[config.mk]
export PLATFORM = sky130hd
export DESIGN_NAME = lcd_ctrl
export DESIGN_NICKNAME = d
export VERILOG_FILES = /design/src/rtl/lcd_pkg.sv /design/src/rtl/lcd_nibble_tx.sv /design/src/rtl/lcd_ctrl.sv
export SDC_FILE = /design/constraint.sdc
export NUM_CORES = 1
export LEC_CHECK = 0
export ABC_AREA = 1
export CAP_MARGIN = 0
export CELL_PAD_IN_SITES_DETAIL_PLACEMENT = 2
export CELL_PAD_IN_SITES_GLOBAL_PLACEMENT = 2
export CORE_ASPECT_RATIO = 2
export CORE_MARGIN = 2
export CORE_UTILIZATION = 33
export DETAILED_ROUTE_END_ITERATION = 12
export PLACE_DENSITY = 0.82
export SLEW_MARGIN = 20
export SYNTH_ARGS = -nofsm -noshare
export SYNTH_HDL_FRONTEND = slang
export SYNTH_SLANG_ARGS = --single-unit
[constraint.sdc]
create_clock -name clk -period 2.3 [get_ports clk]
set_input_delay 0.23 -clock clk [delete_from_list [all_inputs] [get_ports clk]]
set_output_delay 0.23 -clock clk [all_outputs]
set_load 0.05 [all_outputs]
[src/rtl/lcd_pkg.sv]
// Shared constants, state types and helpers for the HD44780 4-bit stream controller.
package lcd_pkg;

  localparam logic [7:0] LCD_CMD_CLEAR   = 8'h01;
  localparam logic [7:0] LCD_CMD_HOME    = 8'h02;
  localparam logic [7:0] LCD_CMD_ENTRY   = 8'h06;
  localparam logic [7:0] LCD_CMD_DISP_ON = 8'h0C;
  localparam logic [7:0] LCD_CMD_FUNC_2L = 8'h28;
  localparam logic [7:0] LCD_CMD_FUNC_1L = 8'h20;
  localparam logic [7:0] LCD_CMD_DDRAM   = 8'h80;

  localparam logic [6:0] LCD_LINE0 = 7'h00;
  localparam logic [6:0] LCD_LINE1 = 7'h40;

  localparam int unsigned LCD_WAIT_W = 3;

  typedef enum logic [3:0] {
    ST_DELAY, ST_N3A, ST_N3B, ST_N3C, ST_N2,
    ST_FUNC, ST_DISP, ST_CLEAR, ST_ENTRY,
    ST_IDLE, ST_XFER, ST_WRAP
  } lcd_state_e;

  typedef enum logic [2:0] {
    TX_IDLE, TX_HI, TX_GAP, TX_LO, TX_WAIT
  } lcd_tx_phase_e;

  // Clear and home need extra settling ticks after the low nibble.
  function automatic logic [LCD_WAIT_W-1:0] lcd_cmd_wait(input logic [7:0] b, input logic is_char);
    return (!is_char && (b == LCD_CMD_CLEAR || b == LCD_CMD_HOME)) ? LCD_WAIT_W'(2) : '0;
  endfunction

endpackage

[src/rtl/lcd_nibble_tx.sv]
// Serialises one byte (or a single high nibble) onto the 4-bit LCD bus, one step per tick,
// followed by an optional number of idle wait ticks.
module lcd_nibble_tx
  import lcd_pkg::*;
(
  input  logic                  clk,
  input  logic                  reset_n,
  input  logic                  i_tick,
  input  logic                  i_start,
  input  logic [7:0]            i_byte,
  input  logic                  i_rs,
  input  logic                  i_single,
  input  logic [LCD_WAIT_W-1:0] i_wait,
  output logic                  o_en,
  output logic                  o_rs,
  output logic [3:0]            o_data,
  output logic                  o_done_c
);

  lcd_tx_phase_e         r_phase;
  logic [3:0]            r_lo;
  logic                  r_single;
  logic [LCD_WAIT_W-1:0] r_wait;
  logic                  r_en;
  logic                  r_rs;
  logic [3:0]            r_data;

  // Final step of the current job happens on this tick.
  assign o_done_c = i_tick &&
                    (((r_phase == TX_HI) && r_single && (r_wait == '0)) ||
                     ((r_phase == TX_LO) && (r_wait == '0)) ||
                     ((r_phase == TX_WAIT) && (r_wait == LCD_WAIT_W'(1))));

  always_ff @(posedge clk) begin
    if (!reset_n) begin
      r_phase  <= TX_IDLE;
      r_lo     <= '0;
      r_single <= 1'b0;
      r_wait   <= '0;
      r_en     <= 1'b0;
      r_rs     <= 1'b0;
      r_data   <= '0;
    end else if (i_tick) begin
      unique case (r_phase)
        TX_IDLE: if (i_start) begin
          r_data   <= i_byte[7:4];
          r_lo     <= i_byte[3:0];
          r_rs     <= i_rs;
          r_single <= i_single;
          r_wait   <= i_wait;
          r_en     <= 1'b1;
          r_phase  <= TX_HI;
        end
        TX_HI: begin
          r_en <= 1'b0;
          if (!r_single)          r_phase <= TX_GAP;
          else if (r_wait == '0)  r_phase <= TX_IDLE;
          else                    r_phase <= TX_WAIT;
        end
        TX_GAP: begin
          r_data  <= r_lo;
          r_en    <= 1'b1;
          r_phase <= TX_LO;
        end
        TX_LO: begin
          r_en    <= 1'b0;
          r_phase <= (r_wait == '0) ? TX_IDLE : TX_WAIT;
        end
        TX_WAIT: begin
          r_wait <= r_wait - LCD_WAIT_W'(1);
          if (r_wait == LCD_WAIT_W'(1)) r_phase <= TX_IDLE;
        end
        default: r_phase <= TX_IDLE;
      endcase
    end
  end

  assign o_en   = r_en;
  assign o_rs   = r_rs;
  assign o_data = r_data;

endmodule

[src/rtl/lcd_ctrl.sv]
// HD44780 4-bit controller: ms prescaler, power-on init, valid/ready byte stream, cursor tracking.
// Optional LCD_AUTOWRAP_EN inserts a set-DDRAM command to the next line when a line fills.
module lcd_ctrl
  import lcd_pkg::*;
#(
  parameter int unsigned TICK_DIV      = 1,
  parameter int unsigned COLS          = 16,
  parameter int unsigned LINES         = 2,
  parameter int unsigned INIT_DELAY_MS = 40
) (
  input  logic       clk,
  input  logic       reset_n,
  input  logic       in_valid,
  output logic       in_ready,
  input  logic [7:0] in_data,
  input  logic       in_rs,
  output logic       init_done,
  output logic       en,
  output logic       rs,
  output logic [3:0] data,
  output logic [5:0] cur_col,
  output logic       cur_line
);

  localparam int unsigned PRESC_W = (TICK_DIV > 1) ? $clog2(TICK_DIV) : 1;
  localparam int unsigned DLY_W   = (INIT_DELAY_MS > 1) ? $clog2(INIT_DELAY_MS + 1) : 1;
`ifdef LCD_AUTOWRAP_EN
  localparam bit AUTOWRAP = 1'b1;
`else
  localparam bit AUTOWRAP = 1'b0;
`endif

  logic [PRESC_W-1:0]    r_presc;
  logic [DLY_W-1:0]      r_dly;
  lcd_state_e            r_state;
  logic                  r_ready;
  logic                  r_init_done;
  logic [5:0]            r_col;
  logic                  r_line;
  logic [7:0]            r_byte;
  logic                  r_rs;

  logic                  w_tick;
  logic                  w_tx_start;
  logic [7:0]            w_tx_byte;
  logic                  w_tx_rs;
  logic                  w_tx_single;
  logic [LCD_WAIT_W-1:0] w_tx_wait;
  logic                  w_tx_done_c;
  logic [5:0]            w_col_nxt;
  logic                  w_line_nxt;
  logic                  w_next_line;
  logic [6:0]            w_next_base;
  logic                  w_wrap;

  assign w_tick = (r_presc == PRESC_W'(TICK_DIV - 1));

  always_ff @(posedge clk) begin
    if (!reset_n)    r_presc <= '0;
    else if (w_tick) r_presc <= '0;
    else             r_presc <= r_presc + PRESC_W'(1);
  end

  assign w_next_line = (LINES == 1) ? 1'b0 : ~r_line;
  assign w_next_base = w_next_line ? LCD_LINE1 : LCD_LINE0;

  // Job presented to the serialiser for the current sequencer state.
  always_comb begin
    w_tx_start  = 1'b1;
    w_tx_byte   = 8'h30;
    w_tx_rs     = 1'b0;
    w_tx_single = 1'b1;
    w_tx_wait   = '0;
    unique case (r_state)
      ST_N3A, ST_N3B: w_tx_wait = LCD_WAIT_W'(5);
      ST_N3C:         w_tx_wait = LCD_WAIT_W'(1);
      ST_N2:          w_tx_byte = 8'h20;
      ST_FUNC: begin
        w_tx_single = 1'b0;
        w_tx_byte   = (LINES == 1) ? LCD_CMD_FUNC_1L : LCD_CMD_FUNC_2L;
      end
      ST_DISP: begin
        w_tx_single = 1'b0;
        w_tx_byte   = LCD_CMD_DISP_ON;
      end
      ST_CLEAR: begin
        w_tx_single = 1'b0;
        w_tx_byte   = LCD_CMD_CLEAR;
        w_tx_wait   = lcd_cmd_wait(LCD_CMD_CLEAR, 1'b0);
      end
      ST_ENTRY: begin
        w_tx_single = 1'b0;
        w_tx_byte   = LCD_CMD_ENTRY;
      end
      ST_XFER: begin
        w_tx_single = 1'b0;
        w_tx_byte   = r_byte;
        w_tx_rs     = r_rs;
        w_tx_wait   = lcd_cmd_wait(r_byte, r_rs);
      end
      ST_WRAP: begin
        w_tx_single = 1'b0;
        w_tx_byte   = LCD_CMD_DDRAM | {1'b0, w_next_base};
      end
      default: w_tx_start = 1'b0;
    endcase
  end

  // Cursor effect of the byte currently being sent.
  always_comb begin
    w_col_nxt  = r_col;
    w_line_nxt = r_line;
    if (w_tx_rs) begin
      w_col_nxt = (r_col == 6'd63) ? r_col : r_col + 6'd1;
    end else if (w_tx_byte == LCD_CMD_CLEAR || w_tx_byte == LCD_CMD_HOME) begin
      w_col_nxt  = '0;
      w_line_nxt = 1'b0;
    end else if (w_tx_byte[7]) begin
      w_col_nxt  = w_tx_byte[5:0];
      w_line_nxt = (LINES == 1) ? 1'b0 : w_tx_byte[6];
    end
  end

  assign w_wrap = AUTOWRAP && r_rs && (w_col_nxt == 6'(COLS));

  always_ff @(posedge clk) begin
    if (!reset_n) begin
      r_state     <= ST_DELAY;
      r_dly       <= '0;
      r_ready     <= 1'b0;
      r_init_done <= 1'b0;
      r_col       <= '0;
      r_line      <= 1'b0;
      r_byte      <= '0;
      r_rs        <= 1'b0;
    end else begin
      unique case (r_state)
        ST_DELAY: if (w_tick) begin
          if (r_dly == DLY_W'(INIT_DELAY_MS - 1)) r_state <= ST_N3A;
          else                                    r_dly   <= r_dly + DLY_W'(1);
        end
        ST_N3A:   if (w_tx_done_c) r_state <= ST_N3B;
        ST_N3B:   if (w_tx_done_c) r_state <= ST_N3C;
        ST_N3C:   if (w_tx_done_c) r_state <= ST_N2;
        ST_N2:    if (w_tx_done_c) r_state <= ST_FUNC;
        ST_FUNC:  if (w_tx_done_c) r_state <= ST_DISP;
        ST_DISP:  if (w_tx_done_c) r_state <= ST_CLEAR;
        ST_CLEAR: if (w_tx_done_c) r_state <= ST_ENTRY;
        ST_ENTRY: if (w_tx_done_c) begin
          r_state     <= ST_IDLE;
          r_ready     <= 1'b1;
          r_init_done <= 1'b1;
        end
        ST_IDLE: if (in_valid && r_ready) begin
          r_byte  <= in_data;
          r_rs    <= in_rs;
          r_ready <= 1'b0;
          r_state <= ST_XFER;
        end
        ST_XFER, ST_WRAP: if (w_tx_done_c) begin
          r_col  <= w_col_nxt;
          r_line <= w_line_nxt;
          if ((r_state == ST_XFER) && w_wrap) begin
            r_state <= ST_WRAP;
          end else begin
            r_state <= ST_IDLE;
            r_ready <= 1'b1;
          end
        end
        default: r_state <= ST_DELAY;
      endcase
    end
  end

  lcd_nibble_tx u_tx (
    .clk      (clk),
    .reset_n  (reset_n),
    .i_tick   (w_tick),
    .i_start  (w_tx_start),
    .i_byte   (w_tx_byte),
    .i_rs     (w_tx_rs),
    .i_single (w_tx_single),
    .i_wait   (w_tx_wait),
    .o_en     (en),
    .o_rs     (rs),
    .o_data   (data),
    .o_done_c (w_tx_done_c)
  );

  assign in_ready  = r_ready;
  assign init_done = r_init_done;
  assign cur_col   = r_col;
  assign cur_line  = r_line;

endmodule

==> run metrics, run 1 <==
outcome finished clean; sequential area share after synthesis 0.3723; unrepaired setup endpoints after global routing no; Post-Synthesis Cells 363; pin count of the biggest net entering global routing 34; drc violations 0; Site Rows 44; CTS tree done; min-delay worst type flop to flop; post-route minimum period 2034 ps; Post-DRT Antenna Nets 0; antenna cells 0; Leakage 1.213 nW; post-synth top area share 0.3723; post-DP HPWL 6158 um; crit-path max FO 10; Slew HR 0.6654; initial core utilization 0.3404; count of pins over their slew limit 0; #FFs+latches synth 46; H-tree Lvls 2; hold_buf cts 0; Area contributors post-synth dfxtp_1 (37%), nand2_1 (9.9%), a21oi_1 (8.3%); global route overflow 0; DR vias 2,563; Nets 412; clock share of power 0.214; Fillers 897; area grow syn2layout 20.89%; Layout Utilization 0.4115; Max Root-Sink Buffers 2; Worst setup SP type flop; clk sink count 46; Routed WL 7923 um; first-pass GRT wire length 13,200 um; Switch Pwr 1.475 mW; Period Utilization, post-route 0.8843; Peak Freq 491.7 MHz; PD cells 1094 nW/um2; Final Skew 5.486 ps; CORE AREA 7267 um2; Buffers on Ports 26; share of layout cells above drive strength 1 0.08861; Cell Int Power 1.795 mW; syn nets 380; Worst-Skew Late Latency 290 ps; Setup Crit Path Kind flop to flop; mean post-synth cell area 6.814 um2; footprint of the multi-input gates 1330 um2; max cap viols 0; pre-CTS setup slack 104.7 ps; Power, Total 3.270 mW; vias in the first global route 2,776; Worst Max-Slew Pin Slew 500.4 ps; Reg area 920.9 um2; Yosys cell types 38; fin worst setup slack 266.1 ps; CTS buffer count 5; Die W 65.22 um; clock slew at reported path FFs 60 ps; Finished Layout Cells 487; synthesized cell area 2474 um2; Die H 126.4 um; global placer's final weighted congestion 0.8025; post-synth top area cell dfxtp_1; Global Route Usage Sum 0.2054; DR iter-0 viols 53; io pins 27; DR WL/cell 16.27 um; WP data arrival 2260 ps; Flop pwr share 0.335; endpoint type of the worst setup path flop; combinational power share 0.451; antenna violations before repair 0; WP data required 2530 ps; root buffer cell clkbuf_16; Worst VDD drop 0.5177 mV; full die area 8246 um2; # setup viols final 0; final hold violations 0; post-route setup TNS 0 ps; DR pass1 iterations 4; Syn. warnings 0; cell count after placement 477; sw frac 0.4510; average vias per placed instance 5.263
## final timing paths
kind,cells after the start,slack (ps),start,end
max reg2reg,11,270,r_state[3],cur_col[5]
min reg2reg,2,460,u_tx.r_lo[0],u_tx.r_lo[0]
min,2,460,u_tx.r_lo[0],u_tx.r_lo[0]
max,11,270,r_state[3],cur_col[5]
## synth_stat cells (all sizes together)
cell,number
nand2,72
inv,49
dfxtp,46
a21oi,43
nor2,43
o21ai,43
nand3,25
nor3,7
ha,5
nand4,5
clkbuf,4
a31oi,3
buf,3
a211oi,2
mux2,2
o22ai,2
a21boi,1
and3,1
conb,1
nand3b,1
nor3b,1
nor4,1
o211ai,1
o21a,1
xor2,1
## state kept, by name, summed over array words and instances, names as in the netlist
register,cells
r_rs,1
cur_col,6
u_tx.r_single,1
u_tx.r_wait,3
u_tx.o_rs,1
r_presc,1
r_dly,6
r_byte,8
u_tx.o_data,4
u_tx.r_phase,3
cur_line,1
u_tx.r_lo,4
u_tx.o_en,1
r_state,4
in_ready,1
init_done,1
## per-layer routing
metal  track usage  part of all wire  up-vias
met5             0                 0        -
met4       0.06985             0.023        0
met1        0.1958              0.36     1262
met2        0.4184              0.60       31
li1              -                 -     1258
met3       0.03191             0.019       12
## cells by family after synthesis
group	Yosys count	synth area share
buffers and inverters	56	0.09003
and+or+nand+nor	156	0.2868
other	1	0.001516
adders and majority gates	5	0.02529
xor gates and xnor gates	1	0.003541
AOI/OAI and AO/OA	96	0.2114
DFF	46	0.3723
muxes	2	0.009104
## power by group through the flow
stage | clock [mW] | sequential, mW | combinational, mW
2_1_floorplan | 0 | 1.18 | 0.930
3_3_place_gp | 0 | 1.09 | 1.38
3_5_place_dp | 0 | 1.11 | 1.44
4_1_cts | 0.723 | 1.09 | 1.46
5_1_grt | 0.751 | 1.12 | 1.66
6_report | 0.701 | 1.09 | 1.47
## layout by cell type, fill, tap and decap left out, types with 2 or more instances in the layout
master           instances
inv_1                   46
nand2_4                  3
nand4_1                  4
dfxtp_1                 46
nor2_2                   3
inv_2                    3
clkbuf_16                5
a31oi_1                  3
o21ai_0                 41
nor2_1                  39
nand2_2                  4
o22ai_1                  2
clkinv_2                 2
a211oi_1                 2
nand3_1                 24
ha_1                     5
nor3_1                   7
clkdlybuf4s50_1         26
nand2_1                 65
a21oi_1                 41
buf_4                    6
mux2_2                   2
## critical path, stage by stage (launching register included)
cell and delay [ps]:
dfxtp_1 480, inv_2 110, nor2_4 170, buf_4 210, nand2_1 80, nor2_2 280, inv_2 140, a21oi_1 160
o21ai_1 90, nand2_1 80, a21oi_1 50, nor2_1 120
## cell type report
type | instances | share of cell area
well taps | 92 | 0.03849
clock buffers | 5 | 0.04184
inverters | 49 | 0.06151
flip-flops and latches | 46 | 0.3079
clock inverters | 2 | 0.003347
repair buffers | 32 | 0.1021
multi-input cells | 261 | 0.4448
## what timing repair did
item | 4_1_cts | 5_1_grt
hold endpoints to repair | 0 | 0
buffers inserted | 0 | 3
gates resized for setup | 0 | 0
setup endpoints to repair | 0 | 13
## through the flow
| step | hold slack, ps | cell area [um2] |
|---|---|---|
| after floorplan | 368.3 | 2474 |
| after global placement | 435.7 | 2833 |
| after detailed placement | 452.0 | 2833 |
| after CTS | 461.8 | 2968 |
| after global routing | 485.5 | 2990 |
| final | 456.4 | 2990 |
(Power assumes the default switching activity.)
==> run 2, diff against run 1 <==
Settings changed: CELL_PAD_IN_SITES_DETAIL_PLACEMENT 2 to 1, CELL_PAD_IN_SITES_GLOBAL_PLACEMENT 2 to 1, CORE_MARGIN 2 to 10, CORE_UTILIZATION 33 to 43, PLACE_DENSITY 0.82 to 0.83.
==> run 2 against run 1 <==
Clock skew down 2.2 ps. Utilization up 11 points. Critical path depth down 2. First-iteration DRC count up 32%. Non-clock buffer count down 1. Global-route usage down 4.9 points. Clock-buffer cell count up 2. Final cell count down 6.4%. Routed wire length down 7.7%. Die area up 14%.
==> run metrics, run 2 (same netlist as run 1, synthesis figures left out) <==
outcome finished clean; share of layout cells above drive strength 1 0.08608; endpoint type of the worst setup path flop; Setup Crit Path Kind flop to flop; post-route setup TNS 0 ps; Layout Utilization 0.5261; Buffers on Ports 26; Leakage 1.215 nW; Hold Path Origin u_tx.r_lo[1]; post-DP HPWL 5543 um; Power, Total 3.309 mW; DR pass1 iterations 4; # setup viols final 0; hold_buf cts 0; Routed WL 7311 um; WP data required 2490 ps; min-delay worst type flop to flop; Final Skew 3.258 ps; drc violations 0; Nets 411; Post-DRT Antenna Nets 0; clock slew at reported path FFs 60 ps; Peak Freq 500.5 MHz; CTS tree done; commonest non-fill, non-tap cell in the layout nand2_1; H-tree Lvls 2; Die W 73.63 um; Max Root-Sink Buffers 2; Worst setup SP type flop; final hold violations 0; Die H 127.3 um; Worst VDD drop 0.9600 mV; first-pass GRT wire length 11,720 um; Top reg by flops r_byte; Global Route Usage Sum 0.1561; minimum hold slack 461.9 ps; global route overflow 0; PD cells 1111 nW/um2; crit path launch u_tx.r_wait[1]; global placer's final weighted congestion 0.8217; vias in the first global route 2,673; full die area 9370 um2; Finished Layout Cells 456; unrepaired setup endpoints after global routing no; cell count after placement 446; most frequent cells in the layout nand2_1 (65), inv_1 (46), dfxtp_1 (46); Worst-Skew Late Latency 290 ps; antenna cells 0; average vias per placed instance 5.537; clk sink count 46; Slew HR 0.6624; crit-path max FO 5; DR vias 2,525; Period Utilization, post-route 0.8687; antenna violations before repair 0; WP data arrival 2180 ps; fin worst setup slack 302.1 ps; count of pins over their slew limit 0; initial core utilization 0.4370; area grow syn2layout 20.38%; post-route minimum period 1998 ps; post-route design area 2978 um2; Worst Max-Slew Pin Slew 504.8 ps; CTS buffer count 5; max reg flops 8; DR WL/cell 16.03 um; placement-stage cell area 2794 um2; root buffer cell clkbuf_16; DR iter-0 viols 70; io pins 27; Site Rows 39; pre-CTS setup slack 222.9 ps; worst reg2reg setup slack 300 ps; CORE AREA 5660 um2; max cap viols 0; Reg-to-Reg Start u_tx.r_wait[1]; pin count of the biggest net entering global routing 34
-- run 2: cell types whose count changed in the layout (fill, tap and decap cells not counted) --
| cell | delta |
|---|---|
| buf_12 | +1 |
| inv_6 | +1 |
| nor2_2 | -1 |
| clkbuf_1 | +1 |
| buf_4 | -2 |
| clkbuf_8 | +1 |
| nor2_4 | +1 |
| clkinv_2 | -2 |
-- run 2: path summary, 6_finish.rpt --
path / endpoint / cells past startpoint
max: cur_line / 9
min: u_tx.r_lo[1] / 2
max reg2reg: cur_line / 9
min reg2reg: u_tx.r_lo[1] / 2
-- run 2: area by class of cell --
| type | count | area [um2] |
|---|---|---|
| clock inverters | 1 | 8.758 |
| fillers | 746 | 2683 |
| well taps | 61 | 76.32 |
| inverters | 49 | 183.9 |
| repair buffers | 31 | 310.3 |
| flip-flops and latches | 46 | 920.9 |
| clock buffers | 7 | 142.6 |
| multi-input cells | 261 | 1335 |
-- run 2: timing repair --
item / 4_1_cts / 5_1_grt
setup buffers: 0 / 2
setup endpoints to repair: 0 / 3
gates resized for setup: 0 / 1
-- run 2: routing by layer --
metal / GRT usage / vias up / share of wire
li1: - / 1261 / -
met1: 0.1391 / 1208 / 0.37
met2: 0.3009 / 38 / 0.57
met3: 0.03256 / 18 / 0.031
met4: 0.08490 / 0 / 0.036
met5: 0 / - / 0
-- run 2: critical path: stages, from the launching register on --
cell     delay (ps)
dfxtp_1         310
inv_1            90
ha_1            160
nand2_1         110
o22ai_1         300
nand2_1         210
nor3_1          300
nand2_1         150
o21ai_0         190
nor2_1           60
-- run 2: power breakdown --
part / internal, mW / leakage (nW) / switching [mW] / total (mW)
clock network: 0.437 / 0.0745 / 0.312 / 0.749
logic: 0.464 / 0.767 / 1.01 / 1.47
registers: 0.954 / 0.374 / 0.135 / 1.09
total: 1.86 / 1.22 / 1.45 / 3.31
